<file path="config.mk">
export PLATFORM = sky130hd
export DESIGN_NAME = llist_fifo_stimulus
export DESIGN_NICKNAME = d
export VERILOG_FILES = /design/src/rtl/llist_fifo_stimulus.sv
export SDC_FILE = /design/constraint.sdc
export NUM_CORES = 1
export LEC_CHECK = 0
export ABC_CLOCK_PERIOD_IN_PS = 4000
export BUFFER_PORTS_ARGS = -buffer_cell sky130_fd_sc_hd__buf_2
export CAP_MARGIN = 5
export CORE_UTILIZATION = 35
export DETAILED_ROUTE_END_ITERATION = 10
export GPL_TIMING_DRIVEN = 0
export HOLD_SLACK_MARGIN = 0.15
export SETUP_SLACK_MARGIN = 0.1
export SYNTH_ARGS = -nofsm -noshare
export SYNTH_HDL_FRONTEND = slang
export SYNTH_SLANG_ARGS = --single-unit
</file>
<file path="constraint.sdc">
create_clock -name SYSTEM_CLOCK -period 4 [get_ports SYSTEM_CLOCK]
set_input_delay 0.4 -clock SYSTEM_CLOCK [delete_from_list [all_inputs] [get_ports SYSTEM_CLOCK]]
set_output_delay 0.4 -clock SYSTEM_CLOCK [all_outputs]
set_load 0.005 [all_outputs]
</file>
<file path="src/rtl/llist_fifo_stimulus.sv">
// llist_fifo_stimulus
//   Traffic generator for the linked-list FIFO test environment. A clock
//   divider paces decisions; on each tick an LFSR picks a queue and an
//   alloc/dealloc preference, and at most one new request is issued over
//   a req/ack handshake. Per-queue occupancy is tracked so the generator
//   never over-allocates or deallocates from an empty queue.
//
// Ports
//   SYSTEM_CLOCK, SYSTEM_RESET_N  clock, async active-low reset
//   ENABLE                        runs the divider / permits new requests
//   ALLOC_REQ/QID/ACK             allocate handshake (req held until ack)
//   DEALLOC_REQ/QID/ACK           deallocate handshake (req held until ack)
//   OUTSTANDING                   sum of all queue occupancies
//   ALLOC_COUNT, DEALLOC_COUNT    acked operation counters (wrapping)
//   ERROR                         sticky: ack seen with no pending request
module llist_fifo_stimulus #(
    parameter int          DIV_WIDTH = 4,
    parameter int          PTR_WIDTH = 6,
    parameter int          QID_WIDTH = 2,
    parameter logic [15:0] SEED      = 16'hACE1
) (
    input  logic                 SYSTEM_CLOCK,
    input  logic                 SYSTEM_RESET_N,
    input  logic                 ENABLE,
    output logic                 ALLOC_REQ,
    output logic [QID_WIDTH-1:0] ALLOC_QID,
    input  logic                 ALLOC_ACK,
    output logic                 DEALLOC_REQ,
    output logic [QID_WIDTH-1:0] DEALLOC_QID,
    input  logic                 DEALLOC_ACK,
    output logic [PTR_WIDTH:0]   OUTSTANDING,
    output logic [15:0]          ALLOC_COUNT,
    output logic [15:0]          DEALLOC_COUNT,
    output logic                 ERROR
);

    localparam int NQ = 1 << QID_WIDTH;
    localparam logic [PTR_WIDTH:0] DEPTH = {1'b1, {PTR_WIDTH{1'b0}}};

    logic [DIV_WIDTH-1:0] div_count;
    logic                 wait_for_alloc_ack;
    logic                 wait_for_dealloc_ack;
    logic [15:0]          lfsr;
    logic [PTR_WIDTH:0]   occ     [NQ];
    logic [PTR_WIDTH:0]   occ_nxt [NQ];

    logic                 tick;
    logic [QID_WIDTH-1:0] q;
    logic [QID_WIDTH-1:0] dq;
    logic [QID_WIDTH-1:0] idx;
    logic                 found;
    logic                 can_alloc;
    logic                 can_dealloc;
    logic                 issue_alloc;
    logic                 issue_dealloc;
    logic                 alloc_done;
    logic                 dealloc_done;

    assign ALLOC_REQ   = wait_for_alloc_ack;
    assign DEALLOC_REQ = wait_for_dealloc_ack;

    assign tick = ENABLE && (div_count == '1);
    assign q    = lfsr[QID_WIDTH:1];

    // Total occupancy never exceeds DEPTH, so the sum fits PTR_WIDTH+1 bits.
    always_comb begin
        OUTSTANDING = '0;
        for (int i = 0; i < NQ; i++) begin
            OUTSTANDING = OUTSTANDING + occ[i];
        end
    end

    // Round-robin search for a non-empty queue starting at q.
    always_comb begin
        dq    = q;
        idx   = q;
        found = 1'b0;
        for (int i = 0; i < NQ; i++) begin
            idx = q + QID_WIDTH'(i);
            if (!found && occ[idx] != '0) begin
                dq    = idx;
                found = 1'b1;
            end
        end
    end

    // Decisions use the pre-ack flags and occupancy, so a channel freed by
    // an ack on this edge is only reusable from the next tick.
    assign can_alloc     = !wait_for_alloc_ack && (OUTSTANDING < DEPTH);
    assign can_dealloc   = !wait_for_dealloc_ack && (OUTSTANDING != '0);
    assign issue_alloc   = tick && can_alloc && (lfsr[0] || !can_dealloc);
    assign issue_dealloc = tick && can_dealloc && (!lfsr[0] || !can_alloc);

    assign alloc_done    = ALLOC_ACK && wait_for_alloc_ack;
    assign dealloc_done  = DEALLOC_ACK && wait_for_dealloc_ack;

    // Both completions may hit the same queue; apply +1 and -1 together.
    always_comb begin
        for (int i = 0; i < NQ; i++) begin
            occ_nxt[i] = occ[i]
                + (PTR_WIDTH+1)'(alloc_done && (ALLOC_QID == QID_WIDTH'(i)))
                - (PTR_WIDTH+1)'(dealloc_done && (DEALLOC_QID == QID_WIDTH'(i)));
        end
    end

    always_ff @(posedge SYSTEM_CLOCK or negedge SYSTEM_RESET_N) begin
        if (!SYSTEM_RESET_N) begin
            div_count            <= '0;
            wait_for_alloc_ack   <= 1'b0;
            wait_for_dealloc_ack <= 1'b0;
            lfsr                 <= SEED;
            ALLOC_QID            <= '0;
            DEALLOC_QID          <= '0;
            ALLOC_COUNT          <= '0;
            DEALLOC_COUNT        <= '0;
            ERROR                <= 1'b0;
            for (int i = 0; i < NQ; i++) begin
                occ[i] <= '0;
            end
        end else begin
            if (ENABLE) begin
                div_count <= div_count + 1'b1;
            end
            if (tick) begin
                lfsr <= {lfsr[14:0], lfsr[15] ^ lfsr[13] ^ lfsr[12] ^ lfsr[10]};
            end

            // Issue requires the flag clear, so done/issue never collide.
            if (alloc_done) begin
                wait_for_alloc_ack <= 1'b0;
                ALLOC_COUNT        <= ALLOC_COUNT + 16'd1;
            end else if (issue_alloc) begin
                wait_for_alloc_ack <= 1'b1;
                ALLOC_QID          <= q;
            end

            if (dealloc_done) begin
                wait_for_dealloc_ack <= 1'b0;
                DEALLOC_COUNT        <= DEALLOC_COUNT + 16'd1;
            end else if (issue_dealloc) begin
                wait_for_dealloc_ack <= 1'b1;
                DEALLOC_QID          <= dq;
            end

            for (int i = 0; i < NQ; i++) begin
                occ[i] <= occ_nxt[i];
            end

            if ((ALLOC_ACK && !wait_for_alloc_ack) ||
                (DEALLOC_ACK && !wait_for_dealloc_ack)) begin
                ERROR <= 1'b1;
            end
        end
    end

endmodule

</file>
==> flow_metrics.py, run 1 <==
metrics = {
    "status": {
        "status": "completed",
    },
    "detailed_routing": {
        "routed-via-count": 3200,
        "ant_nets": 0,
        "wirelength_um": 9420,
        "vias_per_cell": 4.70,
        "drt_first_pass_iters": 4,
        "drcViolationCount": 0,
        "drt_iter0_markers": 178,
        "drt-wirelength-per-cell_um": 13.8,
    },
    "synthesis": {
        "ys_warn_count": 0,
        "syn-instance-count": 435,
        "ys.flop_type": "dfrtp_1",
        "synth-edff-count": 0,
        "syn_avg_cell_area_um2": 11.2,
        "syn_nets": 493,
        "ys_seq_area_share_pct": 44.8,
        "async_reset_ff_share_pct": 100,
        "synth_cell_type_count": 36,
        "synth.ff_latch_count": 87,
        "synth_area_um2": 4880,
    },
    "global_route": {
        "antenna_found_initial": 0,
        "grt_usage_pct": 14.3,
        "grt_pass1_wl_um": 16000,
        "overflow": 0,
        "grt_max_degree": 55,
        "first_global_vias": 3247,
    },
    "die": {
        "fp.dieW_um": 120,
        "die_area_um2": 14400,
        "initial_core_util_pct": 36.4,
        "boundaryPins": 51,
        "fp-row-count": 42,
        "die_y_um": 120,
        "core_area_um2": 13400,
    },
    "sta": {
        "fin_crit_sh_pct": 93.6,
        "slew_headroom_pct": 63.9,
        "rsz0062_at_grt": "false",
        "fin_crit_ns": 3.74,
        "fin_setup_tns_ns": 0,
        "hold_violations": 0,
        "fin_skew_ns": 0.00852,
        "setup_viol": 0,
        "max_freq_mhz": 267,
        "timing_max_transition_violations_final": 0,
        "max_slew.worst_pin.slew_ns": 0.542,
    },
    "power": {
        "powerDensity_nw_per_um2": 817,
        "p_leak_nw": 2.84,
        "clkPwrFrac_pct": 16.7,
        "power_w": 0.00467,
        "switchingPower_w": 0.00198,
        "p_comb_share_pct": 56.5,
        "irDropWorstVdd_uv": 1640,
        "sequentialPowerShare_pct": 26.8,
        "switching_share_pct": 42.5,
        "p_int_w": 0.00269,
    },
    "setup_path": {
        "cpMaxStageDelayCell": "fa_1",
        "cp-end-kind": "flip-flop",
        "cp_max_fo": 4,
        "cp_common_cell": "fa_1",
        "startpoint_type": "flip-flop",
        "cp_cell_sequence": "inv_2, fa_1, fa_1, inv_1, ha_1, fa_1, a21o_1, a21oi_2, xnor2_2, nor3_2, o311ai_2, buf_4, mux2_4",
        "r2r_start": "occ[8]",
        "arrival_ns": 3.97,
        "cp.required_ns": 4.23,
        "slowest_delay_ns": 0.53,
        "crit_start": "occ[8]",
        "critPathKind": "flip-flop to flip-flop",
    },
    "finish": {
        "antenna_cells": 0,
        "nFillCells": 1270,
        "nets": 558,
        "drive_above_1_share_pct": 22.0,
        "syn2layout_area_growth_pct": 17.2,
    },
    "cts": {
        "clockBufferDepth": 2,
        "cts_tree": "done",
        "clockRootBuffer": "clkbuf_16",
        "clk_pin_slew_ns": 0.07,
        "numCtsBuffers": 9,
        "clk_latency_ns": 0.34,
        "cts_sinks": 87,
        "cts_max_level": 3,
    },
    "worst_hold_path": {
        "hp-start": "ALLOC_ACK",
        "min_path_type": "input port to flip-flop",
    },
    "job": {
        "maxCapViolCount": 0,
    },
    "placed_design": {
        "dp_hpwl_um": 7230,
        "gp_congestion": 0.842,
        "portBuffers": 50,
    },
}
## critical path: cells and delay by family, from the launching register on
family,cells,cell delay [ns]
buffers and inverters,3,0.33
DFF,1,0.46
muxes,1,0.29
and+or+nand+nor,1,0.10
xor gates and xnor gates,1,0.20
AOI/OAI and AO/OA,3,0.65
adders and majority gates,4,1.61
## routing by layer
layer	vias to the layer above	global-route usage (%)	wire length, µm
li1	1575	-	-
met1	1549	19.4	4630
met2	67	22.2	4220
met3	9	3.66	466
met4	0	4.69	108
met5	-	0	0
## power groups by stage
stage	Clock, W	Sequential, W	Combinational [W]
2_1_floorplan	0	0.00122	0.00170
3_3_place_gp	0	0.00126	0.00236
3_5_place_dp	0	0.00127	0.00241
4_1_cts	0.000803	0.00126	0.00243
5_1_grt	0.000841	0.00128	0.00290
6_report	0.000782	0.00125	0.00264
## final timing paths
check,endpoint,slack [ns],cells after the start
setup / recovery,ALLOC_QID[0],0.26,13
hold / removal,ALLOC_REQ,0.29,2
setup reg to reg,ALLOC_QID[0],0.26,13
hold reg to reg,DEALLOC_COUNT[15],0.47,1
max in group asynchronous,occ[1],2.81,3
min in group asynchronous,DEALLOC_COUNT[13],0.55,2
## metrics by stage
step | hold slack, ns | area, µm² | utilization, % | std cells | worst slack [ns]
final | 0.287 | 5720 | 42.7 | 681 | 0.257
after global routing | 0.298 | 5720 | 42.7 | 681 | 0.0824
after CTS | 0.285 | 5680 | 42.4 | 681 | 0.133
after detailed placement | 0.388 | 5380 | 40.1 | 662 | 0.0491
after global placement | 0.453 | 5350 | 39.9 | 661 | 0.0527
after floorplan | 0.104 | 4880 | - | 435 | 0.398
## state kept, by name, summed over array words and instances, names as in the netlist
signal and flops:
occ 28, div_count 4, DEALLOC_QID 2, DEALLOC_COUNT 16, ERROR 1, lfsr 16, ALLOC_QID 2, DEALLOC_REQ 1
ALLOC_REQ 1, ALLOC_COUNT 16
## synthesized netlist by cell type, types with 10 or more instances
cell type,n,area (µm²)
a21oi_1,20,100
nand4_1,10,62.6
inv_1,62,233
xor2_1,13,114
nor2_1,18,67.6
a21o_1,10,75.1
fa_1,16,320
ha_1,37,463
nand2_1,23,86.3
dfrtp_1,79,1980
mux2_2,17,191
xnor2_1,56,490
nand3_1,10,50.1
## cell usage in the layout, fill, tap and decap left out, types with 2 or more instances in the layout
master / synthesis / final
dfstp_2: 8 / 8
inv_6: 0 / 2
nand3_1: 10 / 10
xor2_1: 13 / 13
nand2_1: 23 / 23
nor3_1: 5 / 4
clkinv_2: 0 / 2
dfrtp_1: 79 / 77
dfrtp_2: 0 / 2
a211oi_2: 1 / 2
mux2_4: 2 / 2
ha_1: 37 / 37
o21ai_0: 7 / 7
nor4_4: 2 / 2
fa_1: 16 / 16
o21bai_1: 9 / 9
nor4_1: 2 / 2
xnor2_2: 0 / 2
clkbuf_1: 4 / 5
mux2_2: 17 / 17
a21oi_1: 20 / 19
and2_1: 3 / 3
or4_4: 2 / 3
a21o_1: 10 / 10
buf_4: 0 / 3
buf_2: 0 / 49
clkbuf_16: 0 / 9
nor2_1: 18 / 18
and3_1: 5 / 5
nor3b_1: 2 / 2
and4_1: 3 / 3
xnor2_1: 56 / 54
inv_1: 62 / 61
nand4_1: 10 / 10
## cell families after synthesis
| family | count (synthesis) | synth area share [%] |
|---|---|---|
| AO/OA/AOI/OAI | 53 | 7.21 |
| XOR/XNOR | 69 | 12.4 |
| adder cells (fa/ha/maj) | 53 | 16.1 |
| buffers and inverters | 66 | 5.08 |
| flip-flops | 87 | 44.8 |
| multiplexers | 20 | 4.74 |
| AND/OR/NAND/NOR | 87 | 9.72 |
## area by class of cell
type | instances | area [µm²] | share of cell area, %
Clock buffer | 10 | 229 | 4.00
Sequential cell | 87 | 2190 | 38.3
Inverter | 62 | 233 | 4.07
Tap cell | 176 | 220 | 3.85
Multi-Input combinational cell | 282 | 2480 | 43.4
Timing Repair Buffer | 54 | 305 | 5.34
Clock inverter | 6 | 43.8 | 0.766
Buffer | 4 | 15.0 | 0.262
## repair_timing
item	CTS	global route
endpoints found under the setup margin	3	7
pin swaps	2	0
hold buffers	1	0
hold endpoints to repair	25	0
gates resized for setup	1	9
buffers inserted	2	0
No activity file was read; power rests on OpenSTA's default activity.
==> run 2: changes to the inputs <==
- CORE_UTILIZATION: 35 -> 59
- PLACE_DENSITY: unset -> 0.8
==> run 2 against run 1 <==
Effect of this change: setup slack got worse by 0.037 ns; sequential power about the same; maximum frequency decreased by 0.97%; critical path depth decreased by 1; via count increased by 2.0%; critical endpoint is now DEALLOC_QID[0]; largest power group unchanged; final cell count decreased by 11%; global-route usage increased by 9.1 points; worst hold slack got worse by 0.021 ns; design area decreased by 3.5%; sequential share of layout area increased by 1.4 points.
==> flow_metrics.py, run 2 (synthesized netlist as in run 1, its figures left out) <==
metrics = {
    "power": {
        "clkPwrFrac_pct": 13.5,
        "p_leak_nw": 2.79,
        "powerDensity_nw_per_um2": 786,
        "switchingPower_w": 0.00188,
        "p_int_w": 0.00246,
        "irDropWorstVdd_uv": 811,
        "switching_share_pct": 43.2,
        "p_comb_share_pct": 57.6,
        "sequentialPowerShare_pct": 28.9,
    },
    "setup_path": {
        "r2r_start": "occ[8]",
        "cpMaxStageDelayCell": "fa_1",
        "cp_common_cell": "fa_1",
        "startpoint_type": "flip-flop",
        "r2r_cells": 12,
        "r2r_end": "DEALLOC_QID[0]",
        "cp-end-kind": "flip-flop",
        "arrival_ns": 4.01,
        "cp_cell_sequence": "inv_1, fa_1, fa_1, inv_1, ha_1, fa_1, xor2_1, or4_1, o32ai_1, a211oi_2, buf_4, mux2i_1",
        "rrSetupSlack_ns": 0.22,
        "critPathKind": "flip-flop to flip-flop",
        "cp.required_ns": 4.23,
        "cp_max_fo": 4,
        "slowest_delay_ns": 0.52,
    },
    "detailed_routing": {
        "routed-via-count": 3265,
        "drt-wirelength-per-cell_um": 15.2,
        "drcViolationCount": 0,
        "ant_nets": 0,
        "drt_iter0_markers": 118,
        "drt_first_pass_iters": 4,
        "wirelength_um": 9250,
        "vias_per_cell": 5.38,
    },
    "finish": {
        "drive_above_1_share_pct": 21.0,
        "syn2layout_area_growth_pct": 13.1,
        "largest_reg_flops": 28,
        "largest_register": "occ",
        "final_common_cell": "dfrtp_1",
        "layout_common_cells": "dfrtp_1, inv_1, xnor2_1, buf_2, ha_1",
        "nets": 558,
        "antenna_cells": 0,
        "fin_area_um2": 5520,
    },
    "sta": {
        "hold_violations": 0,
        "max_slew.worst_pin.slew_ns": 0.506,
        "setup_viol": 0,
        "setup_slack_ns": 0.221,
        "max_freq_mhz": 265,
        "fin_setup_tns_ns": 0,
        "timing_max_transition_violations_final": 0,
        "fin_skew_ns": 0.0113,
        "hold_ws_ns": 0.266,
        "fin_crit_sh_pct": 94.5,
        "fin_crit_ns": 3.78,
        "slew_headroom_pct": 66.0,
        "rsz0062_at_grt": "false",
    },
    "status": {
        "status": "completed",
    },
    "die": {
        "fp-row-count": 32,
        "fp.dieW_um": 92.9,
        "core_area_um2": 7850,
        "die_y_um": 92.9,
        "boundaryPins": 51,
        "initial_core_util_pct": 62.2,
        "die_area_um2": 8640,
    },
    "worst_hold_path": {
        "hold_depth": 2,
        "hp-start": "ALLOC_ACK",
        "whs_endpoint": "ALLOC_REQ",
        "min_path_type": "input port to flip-flop",
    },
    "global_route": {
        "antenna_found_initial": 0,
        "overflow": 0,
        "grt_usage_pct": 23.4,
        "grt_pass1_wl_um": 15500,
        "first_global_vias": 3288,
        "grt_max_degree": 72,
    },
    "cts": {
        "clk_latency_ns": 0.35,
        "clockBufferDepth": 2,
        "cts_max_level": 3,
        "cts_tree": "done",
        "clk_pin_slew_ns": 0.09,
        "numCtsBuffers": 9,
        "clockRootBuffer": "clkbuf_8",
        "cts_sinks": 87,
    },
    "placed_design": {
        "dp_hpwl_um": 7110,
        "gp_congestion": 0.803,
        "placed_area_um2": 5290,
        "dpl_worst_slack_ns": 0.0861,
        "portBuffers": 50,
    },
    "job": {
        "maxCapViolCount": 0,
    },
}
## run 2: area by class of cell
type / instances / area (µm²)
multi-input combinational: 282 / 2460
inverter: 62 / 233
clock inverter: 5 / 38.8
timing repair buffer: 54 / 305
sequential: 87 / 2190
fill: 580 / 2330
clock buffer: 11 / 151
buffer: 4 / 15.0
tap: 102 / 128
## run 2: stage by stage
step / instances / total power [W] / utilization, %
2_1_floorplan: 435 / 0.00292 / -
3_3_place_gp: 587 / 0.00358 / 67.0
3_5_place_dp: 588 / 0.00369 / 67.4
4_1_cts: 605 / 0.00429 / 69.9
5_1_grt: 607 / 0.00467 / 70.3
6_report: 607 / 0.00434 / 70.3
## run 2: worst max path at each step
| stage | from | cells after the start | endpoint |
|---|---|---|---|
| floorplan | occ[8] | 12 | DEALLOC_QID[1] |
| global placement | occ[8] | 12 | DEALLOC_QID[1] |
| detailed placement | occ[8] | 12 | DEALLOC_QID[1] |
| CTS | occ[8] | 12 | DEALLOC_QID[1] |
| global route | occ[8] | 12 | ALLOC_QID[0] |
| finish | occ[8] | 12 | DEALLOC_QID[0] |
## run 2: worst max-delay path: cells and delay by family (launching register included)
family	cells	cell delay [ns]
multiplexers	1	0.12
adder cells (fa/ha/maj)	4	1.60
AO/OA/AOI/OAI	2	0.46
XOR/XNOR	1	0.16
AND/OR/NAND/NOR	1	0.50
flip-flops	1	0.47
buffers and inverters	3	0.35
## run 2: what timing repair did
item / in CTS / in global routing
gates resized for setup: 1 / 3
pin swaps: 0 / 2
buffers inserted: 0 / 2
endpoints found under the setup margin: 2 / 5
hold buffers: 1 / 0
hold endpoints to repair: 16 / 0
gates cloned: 0 / 0
## run 2: power groups by stage
stage	sequential, W	combinational, W	clock (W)
6_report	0.00125	0.00250	0.000586
3_3_place_gp	0.00125	0.00232	0
5_1_grt	0.00127	0.00276	0.000631
3_5_place_dp	0.00126	0.00242	0
2_1_floorplan	0.00122	0.00170	0
4_1_cts	0.00125	0.00244	0.000603
## run 2: routing by layer
layer,up-vias,GRT usage [%],part of all wire [%]
met5,-,0,0
met4,0,7.82,1.0
met3,11,4.52,2.9
met2,63,39.8,50
met1,1612,30.0,46
li1,1579,-,-
